### src/rtl/jtdd_vtimer.sv
// Parametrised video timing generator: raster counters, blanking/sync levels,
// flip-aware pixel position, delayed blanking, frame and raster-interrupt pulses.
module jtdd_vtimer #(
  parameter int unsigned HW         = 9,
  parameter int unsigned VW         = 9,
  parameter int unsigned HTOTAL     = 384,
  parameter int unsigned HACT       = 256,
  parameter int unsigned HS_START   = 288,
  parameter int unsigned HS_END     = 320,
  parameter int unsigned VTOTAL     = 264,
  parameter int unsigned VACT       = 240,
  parameter int unsigned VS_START   = 248,
  parameter int unsigned VS_END     = 251,
  parameter int unsigned IRQ_PERIOD = 16,
  parameter int unsigned IRQ_PHASE  = 8,
  parameter int unsigned DLY        = 2
) (
  input  logic          clk,
  input  logic          rst,
  input  logic          pxl_cen,
  input  logic          flip,
  output logic [HW-1:0] hcnt,
  output logic [VW-1:0] vcnt,
  output logic [HW-1:0] HPOS,
  output logic [VW-1:0] VPOS,
  output logic          HBL,
  output logic          VBL,
  output logic          HS,
  output logic          VS,
  output logic          LHBL_dly,
  output logic          LVBL_dly,
  output logic          irq,
  output logic          frame,
  output logic          flip_q
);

  localparam logic [HW-1:0] H_LAST     = HW'(HTOTAL - 1);
  localparam logic [HW-1:0] H_ACT      = HW'(HACT);
  localparam logic [HW-1:0] H_ACT_M1   = HW'(HACT - 1);
  localparam logic [HW:0]   H_SS       = (HW+1)'(HS_START);
  localparam logic [HW:0]   H_SE       = (HW+1)'(HS_END);
  localparam logic [VW-1:0] V_LAST     = VW'(VTOTAL - 1);
  localparam logic [VW-1:0] V_ACT      = VW'(VACT);
  localparam logic [VW-1:0] V_ACT_M1   = VW'(VACT - 1);
  localparam logic [VW:0]   V_SS       = (VW+1)'(VS_START);
  localparam logic [VW:0]   V_SE       = (VW+1)'(VS_END);
  localparam logic [VW-1:0] V_IRQ_MASK = VW'(IRQ_PERIOD - 1);
  localparam logic [VW-1:0] V_IRQ_PH   = VW'(IRQ_PHASE);

  localparam bit PARAMS_OK =
      (HACT < HTOTAL) && (HTOTAL <= 2**HW) &&
      (HS_START < HS_END) && (HS_END <= HTOTAL) &&
      (VACT < VTOTAL) && (VTOTAL <= 2**VW) &&
      (VS_START < VS_END) && (VS_END <= VTOTAL) &&
      (IRQ_PERIOD > 0) && ((IRQ_PERIOD & (IRQ_PERIOD - 1)) == 0) &&
      (IRQ_PHASE < IRQ_PERIOD) && (DLY >= 1) && (DLY <= 8);

  logic [HW-1:0]  h_nxt, hpos_nxt;
  logic [VW-1:0]  v_nxt, vpos_nxt;
  logic           h_wrap, frame_nxt, flip_nxt, h_act, v_act;
  logic           hs_nxt, vs_nxt, irq_nxt, hbl_in, vbl_in;
  logic [DLY-1:0] hbl_sr, vbl_sr;

  // Next-state values; every registered output is derived from these so it
  // moves on the same edge as the counters.
  always_comb begin
    h_wrap    = (hcnt == H_LAST);
    h_nxt     = h_wrap ? '0 : hcnt + 1'b1;
    v_nxt     = vcnt;
    if (h_wrap) v_nxt = (vcnt == V_LAST) ? '0 : vcnt + 1'b1;
    frame_nxt = h_wrap && (vcnt == V_LAST);
    flip_nxt  = frame_nxt ? flip : flip_q;
    h_act     = (h_nxt < H_ACT);
    v_act     = (v_nxt < V_ACT);
    hpos_nxt  = (flip_nxt && h_act) ? H_ACT_M1 - h_nxt : h_nxt;
    vpos_nxt  = (flip_nxt && v_act) ? V_ACT_M1 - v_nxt : v_nxt;
    hs_nxt    = ({1'b0, h_nxt} >= H_SS) && ({1'b0, h_nxt} < H_SE);
    vs_nxt    = ({1'b0, v_nxt} >= V_SS) && ({1'b0, v_nxt} < V_SE);
    irq_nxt   = h_wrap && v_act && ((v_nxt & V_IRQ_MASK) == V_IRQ_PH);
    hbl_in    = ~HBL;
    vbl_in    = ~VBL;
  end

  // Pulses self-clear every clk; everything else only advances on pxl_cen.
  always_ff @(posedge clk or negedge rst) begin
    if (!rst) begin
      hcnt   <= '0;
      vcnt   <= '0;
      HPOS   <= '0;
      VPOS   <= '0;
      HBL    <= 1'b0;
      VBL    <= 1'b0;
      HS     <= 1'b0;
      VS     <= 1'b0;
      irq    <= 1'b0;
      frame  <= 1'b0;
      flip_q <= 1'b0;
      hbl_sr <= '0;
      vbl_sr <= '0;
    end else begin
      irq   <= 1'b0;
      frame <= 1'b0;
      if (pxl_cen) begin
        hcnt   <= h_nxt;
        vcnt   <= v_nxt;
        HPOS   <= hpos_nxt;
        VPOS   <= vpos_nxt;
        HBL    <= ~h_act;
        VBL    <= ~v_act;
        HS     <= hs_nxt;
        VS     <= vs_nxt;
        irq    <= irq_nxt;
        frame  <= frame_nxt;
        flip_q <= flip_nxt;
        hbl_sr <= (hbl_sr << 1) | DLY'(hbl_in);
        vbl_sr <= (vbl_sr << 1) | DLY'(vbl_in);
      end
    end
  end

  assign LHBL_dly = hbl_sr[DLY-1];
  assign LVBL_dly = vbl_sr[DLY-1];

  // Elaboration-constant geometry check, simulation only.
  always_ff @(posedge clk) begin : param_chk
    assert (PARAMS_OK) else $error("jtdd_vtimer: illegal parameter set");
  end

endmodule

### config.mk
export PLATFORM = sky130hd
export DESIGN_NAME = jtdd_vtimer
export DESIGN_NICKNAME = d
export VERILOG_FILES = /design/src/rtl/jtdd_vtimer.sv
export SDC_FILE = /design/constraint.sdc
export NUM_CORES = 1
export LEC_CHECK = 0
export CAP_MARGIN = 20
export CORE_MARGIN = 2
export CORE_UTILIZATION = 29
export DETAILED_ROUTE_END_ITERATION = 16
export GPL_TIMING_DRIVEN = 0
export PLACE_DENSITY = 0.6
export SLEW_MARGIN = 15
export SYNTH_ARGS = -nofsm -noshare
export SYNTH_HDL_FRONTEND = slang
export SYNTH_SLANG_ARGS = --single-unit
### constraint.sdc
create_clock -name clk -period 2.75 [get_ports clk]
set_input_delay 0.55 -clock clk [delete_from_list [all_inputs] [get_ports clk]]
set_output_delay 0.55 -clock clk [all_outputs]
set_load 0.01 [all_outputs]
==> results.json <==
{
  "run_status": "completed",
  "max_freq_ghz": 0.400,
  "cts.reportedPaths.clkPinSlew_ns": 0.09,
  "nNetsFinal": 315,
  "async_reset_ff_share_pct": 100,
  "crit_path_end_kind": "flip-flop",
  "overflow": 0,
  "hold_violations": 0,
  "row_count": 33,
  "finalPower_mw": 2.30,
  "cp_max_fo": 8,
  "cts_tree": "built",
  "syn-cell-area_sq_mm": 0.00248,
  "crit_end": "VPOS[6]$_DFFE_PN0P_",
  "final_max_slew_viol_count": 0,
  "clk_latency_ns": 0.31,
  "synth_top_area_share_pct": 44.3,
  "firstDrtPassIters": 5,
  "grt_pass1_wl_um": 10500,
  "htree_levels": 2,
  "die_w_um": 96.6,
  "skew_ns": 0.00982,
  "num_vias": 2057,
  "antenna_found_initial": 0,
  "drive_above_1_share_pct": 14.0,
  "reg2reg_depth": 7,
  "fillers": 831,
  "fin_crit_sh_pct": 91.0,
  "start_util_pct": 30.1,
  "vdd_ir_drop_max_mv": 0.315,
  "ys_ff_latch": 44,
  "drtAntennaViolNets": 0,
  "synth_edf_count": 0,
  "drc": 0,
  "clock_sinks": 44,
  "leakage_nw": 1.32,
  "dr.first_iter.drc_count": 79,
  "totalWireLength_um": 6130,
  "tns_ns": 0,
  "synth_cell_type_count": 54,
  "yosysSeqAreaShare_pct": 44.3,
  "seq_power_share_pct": 40.8,
  "most-common-layout-cells": "46 x clkdlybuf4s50_1, 44 x dfrtp_1, 24 x nor2_1",
  "netlist_top_cells_area": "dfrtp_1 44%, xnor2_1 6.7%, mux2_2 4.5%",
  "cts_inserted_buffers": 5,
  "p_per_area_mw_per_mm2": 710,
  "ioPinCount": 49,
  "grt_max_degree": 33,
  "post-cts-setup-buffers": 0,
  "grt_use_total_pct": 14.6,
  "synth_cells": 252,
  "p_comb_share_pct": 36.5,
  "start_kind": "flip-flop",
  "rsz0062_at_grt": "no",
  "crit_start": "hcnt[0]$_DFFE_PN0P_",
  "relSlewSlack_pct": 57.6,
  "avgSynthCellArea_sq_um": 9.86,
  "gp_congestion": 0.821,
  "r2r-start": "hcnt[0]$_DFFE_PN0P_",
  "p_int_mw": 1.54,
  "syn_to_final_growth_pct": 30.2,
  "yosysWarnings": 0,
  "arrival_ns": 2.70,
  "power.switching_mw": 0.761,
  "setup_violations": 0,
  "diodes": 0,
  "ff2ff_setup_slack_ns": 0.25,
  "core_sq_mm": 0.00826,
  "clockRootBuffer": "clkbuf_8",
  "hold_path_class": "input pin to asynchronous set/reset pin",
  "cts_hold_buf": 0,
  "grt_pass1_vias": 2028,
  "swShare_pct": 33.1,
  "power.share.clock_pct": 22.8,
  "cap_violations": 0,
  "syn-num-nets": 260,
  "die_h_um": 96.6,
  "worst_pin_slew_ns": 0.636,
  "die_area_sq_mm": 0.00932,
  "ctsResizeCount": 0,
  "dp_hpwl_um": 4500,
  "path_class": "flip-flop to flip-flop",
  "io_buffers": 47,
  "synth_ff_type": "dfrtp_1",
  "clockBufferDepth": 2,
  "viasPerCell": 4.98,
  "final_common_cell": "clkdlybuf4s50_1",
  "wire_per_inst_um": 14.8,
  "required_ns": 2.94,
  "fin_crit_ns": 2.50,
  "reg2reg_to": "VPOS[6]$_DFFE_PN0P_",
  "yosysTopAreaCell": "dfrtp_1"
}
power groups by stage:
stage / clock [mW] / sequential [mW] / combinational, mW
after floorplan: 0 / 0.988 / 0.399
after global placement: 0 / 0.946 / 0.826
after detailed placement: 0 / 0.952 / 0.841
after CTS: 0.538 / 0.938 / 0.843
after global routing: 0.574 / 0.964 / 0.926
final: 0.523 / 0.937 / 0.838
cells in the mapped netlist, types with 5 or more instances:
| cell type | n |
|---|---|
| dfrtp_1 | 44 |
| xnor2_1 | 19 |
| xor2_1 | 5 |
| nor2_1 | 24 |
| nand2_1 | 21 |
| nor3_1 | 9 |
| o21ai_0 | 8 |
| buf_4 | 5 |
| nand3_1 | 12 |
| a21oi_1 | 13 |
| and3_1 | 5 |
| mux2_2 | 10 |
| clkbuf_1 | 10 |
final cells by class:
| cell class | count | area, sq um | area share (%) |
|---|---|---|---|
| Buffer | 22 | 116 | 3.60 |
| Clock buffer | 5 | 68.8 | 2.13 |
| Clock inverter | 3 | 47.5 | 1.47 |
| Inverter | 3 | 11.3 | 0.348 |
| Multi-Input combinational cell | 183 | 1270 | 39.4 |
| Sequential cell | 44 | 1100 | 34.0 |
| Tap cell | 105 | 131 | 4.06 |
| Timing Repair Buffer | 48 | 485 | 15.0 |
sequential cells by signal, summed over array words and instances, names as in the netlist:
| signal | count |
|---|---|
| HPOS | 8 |
| HS | 1 |
| VBL | 1 |
| VPOS | 8 |
| VS | 1 |
| flip_q | 1 |
| frame | 1 |
| hbl_sr | 2 |
| hcnt | 9 |
| irq | 1 |
| vbl_sr | 2 |
| vcnt | 9 |
per-layer routing:
| metal | share of wire [%] | GRT usage (%) |
|---|---|---|
| met1 | 47 | 20.3 |
| met2 | 46 | 23.0 |
| met3 | 4.9 | 2.79 |
| met4 | 1.7 | 4.46 |
| met5 | 0 | 0 |
critical path, cell delays in order (launching register included):
cell      delay (ns)
dfrtp_1         0.49
ha_1            0.31
nand4b_4        0.23
nor3_1          0.29
xor2_1          0.31
ha_1            0.24
and4b_1         0.19
or3_1           0.33
kinds of logic after synthesis:
| family | synth area share (%) |
|---|---|
| AOI/OAI and AO/OA | 12.5 |
| xor gates and xnor gates | 9.11 |
| adders and majority gates | 2.01 |
| buffers and inverters | 5.14 |
| DFF | 44.3 |
| muxes | 6.14 |
| and+or+nand+nor | 20.7 |
worst min-delay path by stage:
stage / endpoint / startpoint / slack, ns / cells past startpoint
floorplan: HPOS[0]$_DFFE_PN0P_ / rst / 0.25 / 0
finish: hcnt[2]$_DFFE_PN0P_ / rst / 0.12 / 1
global placement: hbl_sr[0]$_DFFE_PN0P_ / hbl_sr[0]$_DFFE_PN0P_ / 0.46 / 2
detailed placement: hcnt[2]$_DFFE_PN0P_ / rst / 0.47 / 1
global route: hcnt[4]$_DFFE_PN0P_ / rst / 0.14 / 1
CTS: hcnt[2]$_DFFE_PN0P_ / rst / 0.13 / 1
stage by stage:
step	hold WS (ns)	setup WS, ns	instance area (sq um)	cells	util [%]
2_1_floorplan	0.254	0.417	2480	252	-
3_3_place_gp	0.462	-0.140	3090	404	37.4
3_5_place_dp	0.467	0.0784	3100	405	37.6
4_1_cts	0.130	0.0260	3220	413	39.0
5_1_grt	0.137	0.0521	3240	413	39.2
6_report	0.122	0.247	3240	413	39.2
Note: power is estimated with default switching activity, not from simulation.
